### src/rtl/dmem_arb_pkg.sv
// Shared types and constants for the two-port data-memory arbiter.
package dmem_arb_pkg;

  localparam int unsigned ADDR_W     = 64;
  localparam int unsigned DATA_W     = 64;
  localparam int unsigned MEM_BYTES  = 64;
  localparam int unsigned NUM_PORTS  = 2;
  localparam int unsigned BYTE_OFF_W = 3;

  localparam logic PORT_LSU = 1'b0;
  localparam logic PORT_DBG = 1'b1;

  typedef enum logic [1:0] {
    IDLE   = 2'd0,
    ACCESS = 2'd1,
    RESP   = 2'd2
  } state_t;

endpackage

### src/rtl/rr_arbiter2.sv
// Two-way round-robin arbiter: the port not served last wins a tie.
module rr_arbiter2
  import dmem_arb_pkg::*;
(
  input  logic [1:0] i_req,
  input  logic       i_last,
  output logic [1:0] o_grant_c
);

  always_comb begin
    o_grant_c = 2'b00;
    case (i_req)
      2'b01:   o_grant_c = 2'b01;
      2'b10:   o_grant_c = 2'b10;
      2'b11:   o_grant_c = (i_last == PORT_DBG) ? 2'b01 : 2'b10;
      default: o_grant_c = 2'b00;
    endcase
  end

endmodule

### src/rtl/dmem_arbiter.sv
// Two-port data-memory arbiter with an IDLE/ACCESS/RESP access sequencer.
// Optional feature macro: DMEM_ARB_ALIGN_CHECK_EN (reject misaligned accesses).
module dmem_arbiter
  import dmem_arb_pkg::*;
(
  input  logic              clk,
  input  logic              reset,
  input  logic              req0_valid,
  output logic              req0_ready,
  input  logic              req0_write,
  input  logic [ADDR_W-1:0] req0_addr,
  input  logic [DATA_W-1:0] req0_wdata,
  input  logic              req1_valid,
  output logic              req1_ready,
  input  logic              req1_write,
  input  logic [ADDR_W-1:0] req1_addr,
  input  logic [DATA_W-1:0] req1_wdata,
  output logic              rsp0_valid,
  input  logic              rsp0_ready,
  output logic [DATA_W-1:0] rsp0_rdata,
  output logic              rsp0_err,
  output logic              rsp1_valid,
  input  logic              rsp1_ready,
  output logic [DATA_W-1:0] rsp1_rdata,
  output logic              rsp1_err,
  output logic [ADDR_W-1:0] memAdd,
  output logic [DATA_W-1:0] writeData,
  output logic              memWrite,
  output logic              memRead,
  input  logic [DATA_W-1:0] readData
);

  state_t                 r_state;
  state_t                 w_next_state;
  logic                   r_last;
  logic                   r_port;
  logic [NUM_PORTS-1:0]   r_rsp_valid;
  logic [DATA_W-1:0]      r_rsp_rdata;
  logic [ADDR_W-1:0]      r_mem_add;
  logic [DATA_W-1:0]      r_write_data;
  logic                   r_mem_write;
  logic                   r_mem_read;

  logic [NUM_PORTS-1:0]   w_grant;
  logic [NUM_PORTS-1:0]   w_req_ready;
  logic                   w_accept;
  logic                   w_acc_port;
  logic                   w_acc_write;
  logic [ADDR_W-1:0]      w_acc_addr;
  logic [DATA_W-1:0]      w_acc_wdata;
  logic                   w_aligned;
  logic                   w_rsp_ready;
  logic                   w_rsp_done;

  rr_arbiter2 u_arb (
    .i_req     ({req1_valid, req0_valid}),
    .i_last    (r_last),
    .o_grant_c (w_grant)
  );

  assign w_accept    = |w_req_ready;
  assign w_acc_port  = w_req_ready[1];
  assign w_acc_write = w_acc_port ? req1_write : req0_write;
  assign w_acc_addr  = w_acc_port ? req1_addr  : req0_addr;
  assign w_acc_wdata = w_acc_port ? req1_wdata : req0_wdata;
  assign w_rsp_ready = (r_port == PORT_DBG) ? rsp1_ready : rsp0_ready;
  assign w_rsp_done  = (r_state == RESP) && w_rsp_ready;

`ifdef DMEM_ARB_ALIGN_CHECK_EN
  logic r_skip;
  logic r_rsp_err;
  assign w_aligned = (w_acc_addr[BYTE_OFF_W-1:0] == BYTE_OFF_W'(0));
  assign rsp0_err  = r_rsp_err;
  assign rsp1_err  = r_rsp_err;
`else
  assign w_aligned = 1'b1;
  assign rsp0_err  = 1'b0;
  assign rsp1_err  = 1'b0;
`endif

  always_ff @(posedge clk) begin
    if (reset) r_state <= IDLE;
    else       r_state <= w_next_state;
  end

  // Ready is only offered to the arbitration winner while idle and out of reset.
  always_comb begin
    w_next_state = r_state;
    w_req_ready  = '0;
    case (r_state)
      IDLE: begin
        w_req_ready = reset ? 2'b00 : w_grant;
        if (|w_req_ready) w_next_state = ACCESS;
      end
      ACCESS:  w_next_state = RESP;
      RESP:    if (w_rsp_ready) w_next_state = IDLE;
      default: w_next_state = IDLE;
    endcase
  end

  // Strobes are set on accept so they are high for exactly the ACCESS cycle.
  always_ff @(posedge clk) begin
    if (reset) begin
      r_last       <= PORT_DBG;
      r_port       <= PORT_LSU;
      r_rsp_valid  <= '0;
      r_rsp_rdata  <= '0;
      r_mem_add    <= '0;
      r_write_data <= '0;
      r_mem_write  <= 1'b0;
      r_mem_read   <= 1'b0;
`ifdef DMEM_ARB_ALIGN_CHECK_EN
      r_skip       <= 1'b0;
      r_rsp_err    <= 1'b0;
`endif
    end else begin
      r_mem_write <= 1'b0;
      r_mem_read  <= 1'b0;
      if (w_accept) begin
        r_port      <= w_acc_port;
        r_mem_add   <= w_acc_addr;
        r_mem_write <= w_acc_write && w_aligned;
        r_mem_read  <= !w_acc_write && w_aligned;
        if (w_acc_write) r_write_data <= w_acc_wdata;
`ifdef DMEM_ARB_ALIGN_CHECK_EN
        r_skip      <= !w_aligned;
`endif
      end
      if (r_state == ACCESS) begin
        r_rsp_valid <= (r_port == PORT_DBG) ? 2'b10 : 2'b01;
        r_rsp_rdata <= r_mem_read ? readData : '0;
`ifdef DMEM_ARB_ALIGN_CHECK_EN
        r_rsp_err   <= r_skip;
`endif
      end
      if (w_rsp_done) begin
        r_rsp_valid <= '0;
        r_last      <= r_port;
      end
    end
  end

  assign req0_ready = w_req_ready[0];
  assign req1_ready = w_req_ready[1];
  assign rsp0_valid = r_rsp_valid[0];
  assign rsp1_valid = r_rsp_valid[1];
  assign rsp0_rdata = r_rsp_rdata;
  assign rsp1_rdata = r_rsp_rdata;
  assign memAdd     = r_mem_add;
  assign writeData  = r_write_data;
  assign memWrite   = r_mem_write;
  assign memRead    = r_mem_read;

endmodule
### config.mk
export PLATFORM = sky130hd
export DESIGN_NAME = dmem_arbiter
export DESIGN_NICKNAME = d
export VERILOG_FILES = /design/src/rtl/dmem_arb_pkg.sv /design/src/rtl/rr_arbiter2.sv /design/src/rtl/dmem_arbiter.sv
export SDC_FILE = /design/constraint.sdc
export NUM_CORES = 1
export LEC_CHECK = 0
export BUFFER_PORTS_ARGS = -buffer_cell sky130_fd_sc_hd__buf_4
export CAP_MARGIN = 20
export CORE_AREA = 5 5 227 229
export DETAILED_ROUTE_END_ITERATION = 10
export DIE_AREA = 0 0 232 234
export SYNTH_ARGS = -nofsm -noshare
export SYNTH_HDL_FRONTEND = slang
export SYNTH_SLANG_ARGS = --single-unit
### constraint.sdc
create_clock -name clk -period 2.1 [get_ports clk]
set_input_delay 0.42 -clock clk [delete_from_list [all_inputs] [get_ports clk]]
set_output_delay 0.42 -clock clk [all_outputs]
set_load 0.03 [all_outputs]
==> metrics.yaml <==
timing:
  max_freq_ghz: 0.453
  worst_slack_ps: -107
  hold_ws_ps: 197
  post-route-period-util_pct: 105
  setup_viol: 1
  fin_setup_tns_ps: -107
  rsz0062_at_grt: "true"
  hold_viol_final: 0
  fin_skew_ps: 23.1
  fin_crit_ps: 2210
  drv_slew: 0
  worst_pin_slew_ps: 809
  slew_headroom_pct: 46.1
setup_path:
  setup.worst_path.end_class: "output pin"
  reg2reg_depth: 7
  cpMostUsedCell: "buf_6"
  crit_slowest_cell: "or4_4"
  cp.required_ps: 1680
  worstSetupEndpoint: "req1_ready"
  crit_chain: "a21bo_2 -> or4_4 -> inv_4 -> buf_6 -> buf_6"
  cp.arrival_ps: 1790
  r2r-end: "writeData[29]"
  max_stage_delay_ps: 440
  crit_fanout: 2
  crit_family: "simple AND/OR/NAND/NOR gates"
  reg2reg_slack_ps: 60
  startpoint: "r_last"
  cp-start-kind: "flop"
  cp_num_cells: 5
  path_buf_inv: 3
  r2r-start: "r_last"
  crit_type: "flop to output pin"
layout:
  syn_to_final_growth_pct: 60.4
  post-route-util_pct: 29.0
  num-nets-final: 1849
  drive_gt1_share_pct: 47.4
cts:
  postCtsHoldBufs: 0
  clockRootBuffer: "clkbuf_16"
  cts_htree_levels: 4
  cts.sinks: 200
  insertion_delay_ps: 490
  cts_tree: "yes"
  cts_made_buffers: 17
  clockBufferDepth: 2
  clk_pin_slew_ps: 70
logic_synthesis:
  synthDistinctLibCells: 31
  synth_edf_count: 0
  yosysMostFrequentCell: "dfxtp_1"
  ys.flop_type: "dfxtp_1"
  syn_avg_cell_area_sq_um: 8.53
  ys_seq_area_share_pct: 44.8
  synth_top_area_cell: "dfxtp_1"
  yosysTopAreaCellShare_pct: 44.8
  synth-seq-cells: 200
  synth_common_cells: "dfxtp_1 (200), nand2_1 (195), a21oi_1 (133)"
  syn_area_sq_mm: 0.00893
  async_flop_share_pct: 0
  netlist_instances: 1047
  yosys-top-cells-area: "dfxtp_1 (45%), a311oi_2 (9.7%), nand2_1 (8.2%), a21oi_1 (7.4%), a221oi_1 (6.2%)"
  yosys_warnings: 0
run_status:
  violations: "negative setup slack"
  outcome: "finished with violations"
power:
  cellPowerDensity_mw_per_mm2: 727
  p_sw_share_pct: 32.0
  power_frac_comb_pct: 26.3
  power_mw: 10.4
  power.internal_mw: 7.09
  seqPwrFrac_pct: 40.4
  clkPwrFrac_pct: 33.3
  p_sw_mw: 3.33
  ir_drop_uv: 435
  cellLeakagePower_nw: 6.13
job:
  cap_violations: 0
die:
  fp.coreArea_sq_mm: 0.0495
  chipHeight_um: 234
  start_util_pct: 18.1
  die_area_sq_mm: 0.0543
  fp-row-count: 82
  ios: 592
  die_w_um: 232
min_path:
  hold_class: "primary input to flop"
placed_design:
  gp_congestion: 0.821
  post-dp-hpwl_mm: 28.9
  portBuffers: 589
global_route:
  grt_pass1_wl_mm: 54.9
  overflow: 0
  grtUsageTotal_pct: 13.2
  grt_max_degree: 94
  grt_pass1_vias: 9229
  antenna_found_initial: 1
routing:
  ant_nets: 0
  viasPerCell: 4.37
  wirelength_mm: 38.6
  drt_first_pass_iters: 5
  initialDrtViolationCount: 416
  vias: 9630
  drc: 0
  wl_per_cell_um: 17.5
cell type report:
cell class	instances	area, sq um
antenna	1	2.50
fill	5278	35100
timing repair buffer	627	4940
inverter	4	20.0
sequential	200	4010
multi-input combinational	671	3930
clock inverter	10	144
clock buffer	19	443
tap	672	841
through the flow:
step	instance area, sq um	worst slack (ps)	cells
2_1_floorplan	8940	147	1048
6_report	14300	-107	2204
4_1_cts	14300	-195	2201
3_3_place_gp	13700	-144	2171
5_1_grt	14300	-217	2203
3_5_place_dp	13700	-183	2171
sequential cells by signal (all words and copies together), names as in the netlist:
name and flops:
r_port 1, memRead 1, r_state 2, memWrite 1
r_last 1, r_rsp_valid 2, writeData 64, memAdd 64
rsp0_rdata 64
cells in the final DEF, fill, tap and decap left out, types with 2 or more instances in the layout:
cell	instances
clkbuf_8	2
dfxtp_2	2
a21oi_1	133
nand2b_1	2
dfxtp_1	197
a311oi_2	58
nand3_1	64
inv_6	4
buf_4	608
a311oi_1	6
buf_12	11
buf_6	3
conb_1	2
nor3_1	64
o21ai_0	2
clkbuf_16	19
nor2_1	67
buf_16	2
inv_4	2
bufinv_16	3
nand2_1	195
inv_1	2
clkinv_2	2
a221oi_1	63
worst min path at each step:
stage | start | to | slack (ps) | cells past startpoint
after CTS | req0_write | memRead | 140 | 2
after detailed placement | r_rsp_valid[1] | r_rsp_valid[1] | 460 | 2
after global routing | req0_write | memRead | 150 | 2
after global placement | r_rsp_valid[1] | r_rsp_valid[1] | 450 | 2
final | req0_write | memRead | 200 | 2
after floorplan | r_port | r_rsp_valid[1] | 480 | 2
logic make-up (layout without fill, tap and decap cells):
logic type	count (synthesis)	after routing	share of synthesized area [%]
flops	200	200	44.8
compound gates	268	268	24.6
mux	2	2	0.238
simple gates	399	399	18.8
buf+inv	177	660	11.5
other cells	1	3	0.0420
metal layers:
layer  wire (um)  global-route usage, %
met5           0                      0
met4         858                   4.93
met3        3730                   5.25
met2       18300                   21.4
met1       15700                   15.8
power groups by stage:
stage / logic (mW) / registers (mW) / clock network, mW
after floorplan: 1.00 / 4.73 / 0
after global placement: 2.72 / 4.28 / 0
after detailed placement: 2.74 / 4.29 / 0
after CTS: 2.75 / 4.21 / 3.66
after global routing: 2.94 / 4.24 / 3.78
final: 2.74 / 4.21 / 3.47
repair_timing:
action / 4_1_cts / 5_1_grt
gates cloned: 0 / 2
buffers inserted: 1 / 0
pin swaps: 0 / 0
resized for setup: 7 / 2
endpoints found under the setup margin: 14 / 6
Power figures use the tool's default switching activity.
